File: config.mk
export PLATFORM = sky130hd
export DESIGN_NAME = ifu_fetch
export DESIGN_NICKNAME = d
export VERILOG_FILES = /design/src/rtl/ifu_fetch.sv
export SDC_FILE = /design/constraint.sdc
export NUM_CORES = 1
export LEC_CHECK = 0
export CAP_MARGIN = 10
export CORE_ASPECT_RATIO = 2
export CORE_MARGIN = 5
export CORE_UTILIZATION = 55
export CTS_BUF_LIST = sky130_fd_sc_hd__clkbuf_2 sky130_fd_sc_hd__clkbuf_4 sky130_fd_sc_hd__clkbuf_8
export DETAILED_ROUTE_END_ITERATION = 8
export PLACE_DENSITY = 0.88
export SKIP_CTS_REPAIR_TIMING = 1
export SYNTH_ARGS = -nofsm -noshare
export SYNTH_HDL_FRONTEND = slang
export SYNTH_SLANG_ARGS = --single-unit
File: constraint.sdc
create_clock -name clk -period 20 [get_ports clk]
set_clock_uncertainty 0.15 [all_clocks]
set_input_delay 3 -clock clk [delete_from_list [all_inputs] [get_ports clk]]
set_output_delay 3 -clock clk [all_outputs]
set_load 0.005 [all_outputs]
File: src/rtl/ifu_fetch.sv
// ifu_fetch: sequential instruction fetch with several requests in flight,
// a PC-tagged instruction FIFO toward the decoder, and redirect/flush.
module ifu_fetch #(
    parameter int unsigned         ADDR_WIDTH      = 32,
    parameter int unsigned         PC_WIDTH        = 32,
    parameter int unsigned         INST_WIDTH      = 32,
    parameter int unsigned         BUF_DEPTH       = 4,
    parameter int unsigned         MAX_OUTSTANDING = 4,
    parameter logic [PC_WIDTH-1:0] RESET_PC        = '0
) (
    input  logic                  clk,
    input  logic                  rst,
    output logic                  ifu_req_addr_vld,
    output logic [ADDR_WIDTH-1:0] ifu_req_addr,
    input  logic                  ifu_rsp_data_vld,
    input  logic [INST_WIDTH-1:0] ifu_rsp_data,
    input  logic                  redirect_vld,
    input  logic [PC_WIDTH-1:0]   redirect_pc,
    output logic                  ifu_valid,
    input  logic                  ifu_ready,
    output logic [PC_WIDTH-1:0]   ifu_pc,
    output logic [INST_WIDTH-1:0] ifu_inst
);

    localparam int unsigned IW = $clog2(MAX_OUTSTANDING + 1);
    localparam int unsigned CW = $clog2(BUF_DEPTH + 1);
    localparam int unsigned PW = $clog2(BUF_DEPTH);

    logic [PC_WIDTH-1:0]   fetch_pc;
    logic [PC_WIDTH-1:0]   rsp_pc;
    logic [IW-1:0]         inflight;
    logic [IW-1:0]         drop;
    logic [CW-1:0]         count;
    logic [PW-1:0]         rd_ptr;
    logic [PW-1:0]         wr_ptr;
    logic [PC_WIDTH-1:0]   buf_pc   [BUF_DEPTH];
    logic [INST_WIDTH-1:0] buf_inst [BUF_DEPTH];

    logic [PC_WIDTH-1:0]   redirect_base;
    logic                  redirect_lsb_unused;
    logic                  rsp_fire;
    logic                  rsp_keep;
    logic                  pop;

    // Restart PC is word aligned; the two low bits carry no meaning
    assign redirect_base       = {redirect_pc[PC_WIDTH-1:2], 2'b00};
    assign redirect_lsb_unused = |redirect_pc[1:0];

    assign ifu_req_addr = ADDR_WIDTH'(fetch_pc);
    assign ifu_pc       = buf_pc[rd_ptr];
    assign ifu_inst     = buf_inst[rd_ptr];

    // Issue credit, response classification and decoder handshake
    always_comb begin
        rsp_fire         = ifu_rsp_data_vld && (inflight != '0);
        rsp_keep         = rsp_fire && (drop == '0) && !redirect_vld;
        // Counting in-flight requests against free slots means every kept
        // response already owns a FIFO entry when it arrives
        ifu_req_addr_vld = !rst && !redirect_vld
                           && (32'(inflight) < MAX_OUTSTANDING)
                           && ((32'(inflight) + 32'(count)) < BUF_DEPTH);
        ifu_valid        = (count != '0) && !redirect_vld;
        pop              = ifu_valid && ifu_ready;
    end

    // Fetch/response bookkeeping and FIFO pointers; redirect overrides all
    always_ff @(posedge clk or posedge rst) begin
        if (rst) begin
            fetch_pc <= RESET_PC;
            rsp_pc   <= RESET_PC;
            inflight <= '0;
            drop     <= '0;
            count    <= '0;
            rd_ptr   <= '0;
            wr_ptr   <= '0;
        end else if (redirect_vld) begin
            fetch_pc <= redirect_base;
            rsp_pc   <= redirect_base;
            inflight <= inflight - IW'(rsp_fire);
            // Responses already marked for discard are a subset of the
            // in-flight ones, so after a flush every outstanding beat is stale
            drop     <= inflight - IW'(rsp_fire);
            count    <= '0;
            rd_ptr   <= '0;
            wr_ptr   <= '0;
        end else begin
            if (ifu_req_addr_vld) begin
                fetch_pc <= fetch_pc + PC_WIDTH'(4);
            end
            inflight <= inflight + IW'(ifu_req_addr_vld) - IW'(rsp_fire);
            if (rsp_fire && (drop != '0)) begin
                drop <= drop - IW'(1);
            end
            if (rsp_keep) begin
                rsp_pc <= rsp_pc + PC_WIDTH'(4);
                wr_ptr <= wr_ptr + PW'(1);
            end
            if (pop) begin
                rd_ptr <= rd_ptr + PW'(1);
            end
            count <= count + CW'(rsp_keep) - CW'(pop);
        end
    end

    // FIFO storage; cleared on reset so the idle head reads as zero
    always_ff @(posedge clk or posedge rst) begin
        if (rst) begin
            for (int i = 0; i < int'(BUF_DEPTH); i++) begin
                buf_pc[i]   <= '0;
                buf_inst[i] <= '0;
            end
        end else if (rsp_keep) begin
            buf_pc[wr_ptr]   <= rsp_pc;
            buf_inst[wr_ptr] <= ifu_rsp_data;
        end
    end

    // Memory must never answer when nothing is outstanding
    always_ff @(posedge clk) begin
        if (!rst) begin
            assert (!(ifu_rsp_data_vld && (inflight == '0)));
        end
    end

endmodule

# Yosys cells after proc, flatten, opt, wreduce, memory -nomap -nowiden
# Index checks and enable logic that the tools add are counted.
dict set report classes {
  add_sub_neg 11
  magnitude_cmp 5
  n_mux 22
  n_bitwise 2
  reduce_logical 20
}
# operator count
set op_table {}
lappend op_table {{32-bit two-way mux} 9}
lappend op_table {{128-bit bitwise mux} 2}
lappend op_table {{32-bit binary-select mux with 2-bit select} 2}
lappend op_table {{32-bit by 3-bit adder with 32-bit output (second input constant)} 2}
lappend op_table {{32-bit demux with 2-bit select} 1}
lappend op_table {{3-bit two-way mux} 4}
lappend op_table {{1-bit logical AND} 10}
lappend op_table {{3-bit nonzero test} 3}
lappend op_table {{3-bit by 1-bit subtractor with 3-bit output} 3}
lappend op_table {{2-bit two-way mux} 4}
lappend op_table {{2-bit nonzero test} 4}
lappend op_table {{3-bit by 1-bit adder with 3-bit output} 2}
lappend op_table {{3-bit greater-or-equal comparator (second input constant)} 2}
lappend op_table {{2-bit inverter with 3-bit output} 2}
lappend op_table {{2-bit by 1-bit adder with 2-bit output (second input constant)} 2}
lappend op_table {{3-bit by 3-bit adder with 4-bit output} 1}
lappend op_table {{4-bit by 3-bit less-than comparator with 1-bit output (second input constant)} 1}
lappend op_table {{3-bit zero test} 1}
lappend op_table {{3-bit by 1-bit less-than comparator with 1-bit output (second input constant)} 1}
lappend op_table {{3-bit less-than comparator (second input constant)} 1}
lappend op_table {{3-bit by 1-bit subtractor with 3-bit output (second input constant)} 1}
lappend op_table {{1-bit zero test} 2}
dict set report word_totals {
  ff_bits 333
  word_cells 75
}

# Longest topological paths before layout
# Gate-level depths: netlist (run 1).
dict set report logic_depth {
  ltp_word 7
  mapped_depth 12
  ltp_nobuf 12
}

# Worst setup path before layout (run 1)
# Ideal clock, no wire load.
dict set report synth_path {
  path_type {input to output}
  startpoint {input port redirect_vld}
  endpoint {output port ifu_req_addr_vld}
  arrival_ns 4.240
  required_time_ns 16.850
  path_slack_ns 12.610
  stages 5
  n_path_buf 4
  cell_sequence {clkbuf_1 > clkbuf_1 > clkbuf_1 > buf_1 > nor2_1}
}
dict set report synth_via {
  elab_chain_cells 4
}
# item line
set synth_rtl {}
lappend synth_rtl {{start, declared} 17} ;# input logic redirect_vld,
lappend synth_rtl {{1-bit zero test} 59} ;# ifu_req_addr_vld = !rst && !redirect_vld
lappend synth_rtl {{1-bit logical AND} 59}
lappend synth_rtl {{1-bit logical AND} 60} ;# && (32'(inflight) < MAX_OUTSTANDING)
lappend synth_rtl {{1-bit logical AND} 61} ;# && ((32'(inflight) + 32'(count)) < BUF_DEPTH);
lappend synth_rtl {{end, declared} 13} ;# output logic ifu_req_addr_vld,
# Every way passes these cells.

# Worst setup path in the final report (run 1)
dict set report layout_path {
  startpoint {input port rst}
  endpoint {output port ifu_req_addr_vld}
}
dict set report layout_via {
  elab_chain_cells 4
}
# item line
set layout_rtl {}
lappend layout_rtl {{start, declared} 12} ;# input logic rst,
lappend layout_rtl {{1-bit zero test} --}
lappend layout_rtl {{1-bit logical AND} 59}
lappend layout_rtl {{1-bit logical AND} 60}
lappend layout_rtl {{1-bit logical AND} 61}
# Every way passes these cells.

==> results.json, run 1 <==
{
  "outcome": "complete, no violations",
  "p_sw_share_pct": 28.5,
  "firstDrtPassIters": 5,
  "finalSetupViolCount": 0,
  "clock-sinks": 321,
  "seq_area_frac_synth_pct": 52.2,
  "grt_setup_unrepaired": "no",
  "top_layer": "met4",
  "synthTopCellsByArea": "dfrtp_1 52%, mux2_2 18%, mux4_2 9.1%, o31ai_1 1.4%, nor2_1 1.3%",
  "crit_start": "rst",
  "fp.dieW_um": 128,
  "clk_latency_ps": 580,
  "path_clk_slew_ps": 60,
  "grtUsageTotal_pct": 23.3,
  "cts_buffers": 45,
  "fp.dieH_um": 247,
  "yosysWarnings": 0,
  "htreeDepth": 2,
  "place_congestion": 0.829,
  "ant_nets": 0,
  "seqPwrFrac_pct": 42.1,
  "finalHoldViolations": 0,
  "vias": 10300,
  "relSlewSlack_pct": 26.5,
  "yosysTopAreaCell": "dfrtp_1",
  "powerDensity_nw_per_um2": 118,
  "worst-slew-pin-transition_ps": 1100,
  "cp-start-kind": "input pin",
  "hold_class": "register to register",
  "wl_per_cell_um": 21.6,
  "worst-path-max-fanout": 21,
  "grt_pass1_wl_um": 59200,
  "first_global_vias": 11400,
  "dp_cells": 1586,
  "dr_wl_met3_um": 1350,
  "routed_wl_um": 36000,
  "synthDistinctLibCells": 54,
  "clock-root-buffer": "clkbuf_8",
  "row_count": 86,
  "internal_power_mw": 1.53,
  "hpwl_um": 23400,
  "drt-initial-drc-count": 596,
  "final_cells": 1668,
  "avgSynthCellArea_um2": 13.3,
  "final.setup.tns_ps": 0,
  "fin_crit_sh_pct": 42.0,
  "hp-start": "buf_inst[66]$_DFFE_PP0P_",
  "grt_antenna_before_repair": 1,
  "grt-ovfl-total": 0,
  "clk_path_buf_depth": 3,
  "cts_tree": "yes",
  "max_freq_ghz": 0.119,
  "period_needed_ps": 8400,
  "synth_edf_count": 0,
  "wl_met1_um": 13500,
  "vias_per_cell": 6.18,
  "crit_required_ps": 16850,
  "synth_top_area_share_pct": 52.2,
  "start_util_pct": 55.9,
  "rr_startpoint": "drop[0]$_DFFE_PP0P_",
  "ys_ff_latch": 321,
  "wl_met2_um": 19800,
  "path_class": "input pin to output pin",
  "clkPwrFrac_pct": 26.8,
  "power_frac_comb_pct": 31.1,
  "portBuffers": 160,
  "setup.worst_path.end_class": "output pin",
  "final_nets": 1368,
  "rrSetupSlack_ps": 16640,
  "syn_area_um2": 15400,
  "grt_max_degree": 157,
  "ios": 167,
  "cp.arrival_ps": 5250,
  "dominantRegCellSynth": "dfrtp_1",
  "synth.most_common_cell": "dfrtp_1",
  "fp.dieArea_um2": 31600,
  "max-cap-violations": 0,
  "async_reset_ff_share_pct": 100,
  "syn_to_final_growth_pct": 18.0,
  "syn_inst": 1155,
  "final_max_slew_viol_count": 0,
  "p_leak_nw": 7.87,
  "yosys-top-cells-count": "321 x dfrtp_1, 252 x mux2_2, 62 x mux4_2",
  "vdd_drop_max_mv": 0.0673,
  "p_switching_mw": 0.608,
  "drcViolationCount": 0,
  "core_um2": 27500,
  "layout-drive-gt1-share_pct": 31.9
}
kinds of logic (layout without fill, tap and decap cells):
logic type	Yosys count	after routing	share of synthesized area [%]
XOR/XNOR	18	18	1.02
AO/OA/AOI/OAI	115	115	5.34
multiplexers	317	317	27.7
AND/OR/NAND/NOR	247	247	8.86
adder cells (fa/ha/maj)	18	18	1.56
flip-flops	321	321	52.2
buffers and inverters	118	275	3.26
other	1	5	0.0244
cells in the final DEF (no fill, tap or decap), types with 5 or more instances in the layout:
cell and n:
clkinv_2 7, or4_1 23, xnor2_1 8, o31a_1 7, dfrtp_1 319, nand2b_1 10, inv_1 21, o21ai_0 9
mux4_2 62, and3_1 6, clkdlybuf4s50_1 159, nand4_1 21, buf_4 10, nor2_1 55, a31oi_1 25, ha_1 16
nor4_1 22, mux2_2 252, a211oi_1 17, a21oi_1 9, xor2_1 10, and4_1 10, clkbuf_8 63, and2_1 5
nand3_1 27, nor2b_1 7, o31ai_1 28, nand2_1 23, nor3_1 19, clkbuf_4 8
power groups by stage:
stage                     Combinational (mW)  Sequential (mW)  Clock [mW]
after floorplan                        0.407            0.853           0
after global placement                 0.652            0.895           0
after detailed placement               0.674            0.911           0
after CTS                              0.676            0.900       0.585
after global routing                   0.722            0.919       0.611
final                                  0.665            0.898       0.572
sequential cells by signal, indices dropped and copies added (netlist names), 3 cells and up:
| signal | flops |
|---|---|
| buf_inst | 128 |
| buf_pc | 120 |
| ifu_req_addr | 30 |
| rsp_pc | 30 |
| count | 3 |
| drop | 3 |
| inflight | 3 |
metrics by stage:
step,setup WS (ps),total power [mW],hold WS [ps],utilization [%],cell area [um^2]
2_1_floorplan,7970,1.26,325,-,15400
5_1_grt,11350,2.25,364,65.9,18100
3_3_place_gp,11620,1.55,333,62.1,17100
6_report,11600,2.13,352,65.9,18100
3_5_place_dp,11570,1.58,342,62.1,17100
4_1_cts,11560,2.16,356,65.9,18100
layout make-up:
| type | count | area [um^2] |
|---|---|---|
| well taps | 352 | 440 |
| clock inverters | 10 | 103 |
| repair buffers | 170 | 1670 |
| multi-input cells | 719 | 6870 |
| clock buffers | 71 | 927 |
| fillers | 2044 | 9400 |
| inverters | 24 | 97.6 |
| flip-flops and latches | 321 | 8040 |
| diodes | 1 | 2.50 |
worst paths after layout:
kind | endpoint | cells past startpoint
worst max-delay path | ifu_req_addr_vld | 5
worst min-delay path | buf_inst[66]$_DFFE_PP0P_ | 1
worst max register to register | buf_inst[50]$_DFFE_PP0P_ | 7
worst min register to register | buf_inst[66]$_DFFE_PP0P_ | 1
max in group asynchronous | buf_inst[39]$_DFFE_PP0P_ | 3
min in group asynchronous | ifu_req_addr[16]$_DFFE_PP0P_ | 2
metal layers:
| metal | up-vias | GRT usage [%] |
|---|---|---|
| met5 | - | 0 |
| met4 | 0 | 9.91 |
| met3 | 88 | 3.12 |
| met2 | 280 | 42.5 |
| met1 | 5372 | 27.0 |
| li1 | 4567 | - |
critical path: stages:
cell	delay [ps]
clkdlybuf4s50_1	510
nor2_1	240
nand3_1	580
nor2_1	350
clkdlybuf4s50_1	570
Note: power is estimated with default switching activity, not from simulation.
==> run 2, diff against run 1 <==
==> constraint.sdc (replaced) <==
create_clock -name clk -period 7.9 [get_ports clk]
set_clock_uncertainty 0.15 [all_clocks]
set_input_delay 1.185 -clock clk [delete_from_list [all_inputs] [get_ports clk]]
set_output_delay 1.185 -clock clk [all_outputs]
set_load 0.005 [all_outputs]
==> results.json, run 2 (synthesis results as in run 1) <==
{
  "firstDrtPassIters": 5,
  "portBuffers": 160,
  "ant_nets": 0,
  "fp.dieW_um": 128,
  "clk_latency_ps": 560,
  "grt-ovfl-total": 0,
  "final_max_slew_viol_count": 0,
  "grt_pass1_wl_um": 57800,
  "ios": 167,
  "worst-slew-pin-transition_ps": 1100,
  "final_common_cell": "dfrtp_1",
  "setup.worst_path.end_class": "output pin",
  "cts_buffers": 46,
  "drcViolationCount": 0,
  "internal_power_mw": 3.74,
  "vias": 10300,
  "max-cap-violations": 0,
  "vias_per_cell": 6.16,
  "relSlewSlack_pct": 26.4,
  "core_um2": 27500,
  "p_sw_share_pct": 29.1,
  "regMostFlops": "buf_inst",
  "grt_setup_unrepaired": "no",
  "period_needed_ps": 4780,
  "fp.dieH_um": 247,
  "place_congestion": 0.792,
  "path_class": "input pin to output pin",
  "finalPower_mw": 5.27,
  "p_leak_nw": 7.83,
  "grt_max_degree": 185,
  "worst-path-max-fanout": 21,
  "layout-drive-gt1-share_pct": 32.0,
  "finalSetupViolCount": 0,
  "p_switching_mw": 1.53,
  "clock-root-buffer": "clkbuf_8",
  "final_nets": 1370,
  "cp.arrival_ps": 3450,
  "routed_wl_um": 35800,
  "fp.dieArea_um2": 31600,
  "vdd_drop_max_mv": 0.162,
  "grtUsageTotal_pct": 22.9,
  "outcome": "complete, no violations",
  "hold_class": "register to register",
  "final.setup.tns_ps": 0,
  "holdWs_ps": 351,
  "cts_tree": "yes",
  "mostFrequentLayoutCells": "319 x dfrtp_1, 252 x mux2_2, 159 x clkdlybuf4s50_1",
  "grt_antenna_before_repair": 1,
  "wl_per_cell_um": 21.4,
  "largest_reg_flops": 128,
  "finalHoldViolations": 0,
  "clk_path_buf_depth": 3,
  "path_clk_slew_ps": 60,
  "clock-sinks": 321,
  "hpwl_um": 23400,
  "power_frac_comb_pct": 32.0,
  "cp-start-kind": "input pin",
  "drt-initial-drc-count": 540,
  "powerDensity_nw_per_um2": 292,
  "clkPwrFrac_pct": 25.0,
  "start_util_pct": 55.9,
  "fin_area_um2": 18100,
  "max_freq_ghz": 0.209,
  "first_global_vias": 11100,
  "syn_to_final_growth_pct": 17.3,
  "row_count": 86,
  "reg.largest.list": "buf_inst x128, buf_pc x120",
  "crit_required_ps": 6570,
  "fin_crit_sh_pct": 60.5,
  "seqPwrFrac_pct": 43.1,
  "htreeDepth": 2,
  "place_area_um2": 17100
}
## run 2: changes by cell type in the layout (fill, tap and decap cells not counted)
cell,delta
clkbuf_8,-9
clkbuf_4,+5
clkinv_2,+5
bufinv_16,-2
clkinvlp_4,+2
buf_12,+1
inv_8,-1
## run 2: power by group through the flow
stage	Combinational, mW	Sequential [mW]	Clock [mW]
finish	1.69	2.27	1.32
floorplan	1.03	2.16	0
global placement	1.65	2.27	0
detailed placement	1.71	2.31	0
CTS	1.72	2.28	1.35
global route	1.83	2.33	1.42
## run 2: metal layers
| layer | vias up | share of wire [%] | global-route usage, % |
|---|---|---|---|
| li1 | 4582 | - | - |
| met1 | 5297 | 38 | 27.0 |
| met2 | 308 | 54 | 40.8 |
| met3 | 97 | 4.2 | 2.86 |
| met4 | 0 | 4.3 | 10.8 |
| met5 | - | 0 | 0 |
## run 2: final timing paths
path	startpoint	to	slack (ps)	cells past startpoint
worst max register to register	inflight[2]$_DFF_PP0_	inflight[1]$_DFF_PP0_	4540	8
min in group asynchronous	rst	ifu_req_addr[15]$_DFFE_PP0P_	980	2
worst min-delay path	buf_pc[16]$_DFFE_PP0P_	buf_pc[16]$_DFFE_PP0P_	350	1
max in group asynchronous	rst	buf_pc[92]$_DFFE_PP0P_	5180	3
worst min register to register	buf_pc[16]$_DFFE_PP0P_	buf_pc[16]$_DFFE_PP0P_	350	1
worst max-delay path	rst	ifu_req_addr_vld	3120	5
## run 2: area by class of cell
type                       instances  area [um^2]
antenna                            1         2.50
clock buffer                      67          841
clock inverter                    14         75.1
fill                            2066         9500
inverter                          24         93.8
multi-input combinational        719         6870
sequential                       321         8040
tap                              352          440
timing repair buffer             171         1690
## run 2: worst max-delay path, cell delays in order
cell and delay, ps:
clkdlybuf4s50_1 480, nor2_1 230, nand3_1 590, nor2_1 400, clkdlybuf4s50_1 560
## run 2: stage by stage
stage          util (%)  setup WS (ps)  instances
2_1_floorplan         -           2280       1158
3_3_place_gp       62.2           3220       1587
3_5_place_dp       62.2           3160       1587
4_1_cts            65.5           3140       1668
5_1_grt            65.5           2970       1669
6_report           65.5           3120       1669
==> run 3, diff against run 2 <==
--- a/config.mk
+++ b/config.mk
@@ -8,10 +8,10 @@
 export CAP_MARGIN = 10
 export CORE_ASPECT_RATIO = 2
 export CORE_MARGIN = 5
-export CORE_UTILIZATION = 55
+export CORE_UTILIZATION = 53
 export CTS_BUF_LIST = sky130_fd_sc_hd__clkbuf_2 sky130_fd_sc_hd__clkbuf_4 sky130_fd_sc_hd__clkbuf_8
 export DETAILED_ROUTE_END_ITERATION = 8
-export PLACE_DENSITY = 0.88
+export PLACE_DENSITY = 0.89
 export SKIP_CTS_REPAIR_TIMING = 1
 export SYNTH_ARGS = -nofsm -noshare
 export SYNTH_HDL_FRONTEND = slang
==> constraint.sdc (replaced) <==
create_clock -name clk -period 3.85 [get_ports clk]
set_clock_uncertainty 0.15 [all_clocks]
set_input_delay 0.5775 -clock clk [delete_from_list [all_inputs] [get_ports clk]]
set_output_delay 0.5775 -clock clk [all_outputs]
set_load 0.005 [all_outputs]
==> results.json, run 3 (synthesis results as in run 1) <==
{
  "wl_met2_um": 19500,
  "htreeDepth": 2,
  "reg.largest.list": "buf_inst x128, buf_pc x120",
  "clock-sinks": 321,
  "period_needed_ps": 3360,
  "path_clk_slew_ps": 70,
  "row_count": 88,
  "vdd_drop_max_mv": 0.568,
  "drt-initial-drc-count": 496,
  "cp-start-kind": "register",
  "grt_setup_unrepaired": "no",
  "wl_met1_um": 13100,
  "final.setup.tns_ps": 0,
  "core_um2": 28700,
  "fill_cells": 2128,
  "routed_wl_um": 36100,
  "portBuffers": 160,
  "finalHoldViolations": 0,
  "ant_nets": 0,
  "grt-ovfl-total": 0,
  "cts_tree": "yes",
  "final_max_slew_viol_count": 0,
  "dr_wl_met3_um": 1670,
  "max_freq_ghz": 0.297,
  "worst-slew-pin-transition_ps": 939,
  "firstDrtPassIters": 5,
  "path_class": "register to output pin",
  "fp.dieArea_um2": 32700,
  "clkPwrFrac_pct": 27.0,
  "ios": 167,
  "setup_ws_ps": 486,
  "fp.dieW_um": 130,
  "fin_area_um2": 18300,
  "grtUsageTotal_pct": 22.5,
  "max-cap-violations": 0,
  "p_switching_mw": 3.17,
  "p_leak_nw": 7.93,
  "drcViolationCount": 0,
  "fin_crit_sh_pct": 87.4,
  "outcome": "complete, no violations",
  "regMostFlops": "buf_inst",
  "place_congestion": 0.807,
  "clk_path_buf_depth": 3,
  "vias": 10400,
  "p_sw_share_pct": 28.2,
  "power_frac_comb_pct": 31.7,
  "place_area_um2": 17300,
  "setup.worst_path.end_class": "output pin",
  "grt_max_degree": 139,
  "final_cells": 1681,
  "finalPower_mw": 11.2,
  "hp-start": "buf_inst[68]$_DFFE_PP0P_",
  "seqPwrFrac_pct": 41.3,
  "syn_to_final_growth_pct": 19.2,
  "cts_buffers": 45,
  "powerDensity_nw_per_um2": 612,
  "final_nets": 1378,
  "layout-drive-gt1-share_pct": 32.2,
  "final_common_cell": "dfrtp_1",
  "fp.dieH_um": 251,
  "largest_reg_flops": 128,
  "clock-root-buffer": "clkbuf_8",
  "top_layer": "met4",
  "wl_per_cell_um": 21.5,
  "worst-path-max-fanout": 27,
  "dp_cells": 1604,
  "rr_startpoint": "inflight[2]$_DFF_PP0_",
  "first_global_vias": 11500,
  "vias_per_cell": 6.17,
  "dpl_worst_slack_ps": 746,
  "finalSetupViolCount": 0,
  "hold_class": "register to register",
  "cp.arrival_ps": 2640,
  "grt_antenna_before_repair": 1,
  "internal_power_mw": 8.06,
  "mostFrequentLayoutCells": "319 x dfrtp_1, 252 x mux2_2, 159 x clkdlybuf4s50_1",
  "relSlewSlack_pct": 37.3,
  "clk_latency_ps": 570,
  "crit_start": "rd_ptr[0]$_DFFE_PP0P_",
  "crit_required_ps": 3120,
  "hpwl_um": 23900,
  "grt_pass1_wl_um": 58600,
  "start_util_pct": 53.5
}
run 3: cell types whose count changed in the layout (fill, tap and decap cells not counted), sizes merged:
cell | before | now
clkbuf | 67 | 62
buf | 12 | 21
clkinv | 13 | 7
bufinv | 0 | 6
run 3: metal layers:
metal / vias up / GRT usage (%)
met4: 0 / 11.4
met2: 349 / 40.1
met5: - / 0
li1: 4592 / -
met1: 5324 / 25.6
met3: 105 / 3.44
run 3: critical path, stage by stage (launching register included):
cell             delay [ps]
dfrtp_4                 730
buf_12                  290
mux4_2                  540
clkdlybuf4s50_1         480
run 3: final cells by class:
| type | count | area (um^2) | share of cell area [%] |
|---|---|---|---|
| clock inverters | 14 | 225 | 1.23 |
| clock buffers | 62 | 797 | 4.35 |
| flip-flops and latches | 321 | 8040 | 43.9 |
| inverters | 24 | 93.8 | 0.512 |
| well taps | 360 | 450 | 2.46 |
| multi-input cells | 719 | 6870 | 37.5 |
| repair buffers | 180 | 1860 | 10.1 |
| diodes | 1 | 2.50 | 0.0136 |
run 3: through the flow:
stage / hold slack, ps / util, %
5_1_grt: 346 / 63.8
4_1_cts: 305 / 63.8
3_3_place_gp: 333 / 60.2
2_1_floorplan: 325 / -
6_report: 352 / 63.8
3_5_place_dp: 340 / 60.2
run 3: worst paths after layout:
path,slack [ps],depth (start not counted),to
setup / recovery,490,3,ifu_inst[13]
min in group asynchronous,480,3,rsp_pc[30]$_DFFE_PP0N_
hold reg to reg,350,1,buf_inst[68]$_DFFE_PP0P_
max in group asynchronous,2380,3,buf_inst[64]$_DFFE_PP0P_
setup reg to reg,950,9,inflight[2]$_DFF_PP0_
hold / removal,350,1,buf_inst[68]$_DFFE_PP0P_
run 3: power by group through the flow:
stage / clock, mW / combinational, mW / sequential (mW)
floorplan: 0 / 2.12 / 4.43
global placement: 0 / 3.50 / 4.62
detailed placement: 0 / 3.61 / 4.70
CTS: 3.11 / 3.63 / 4.64
global route: 3.23 / 3.84 / 4.74
finish: 3.04 / 3.56 / 4.63
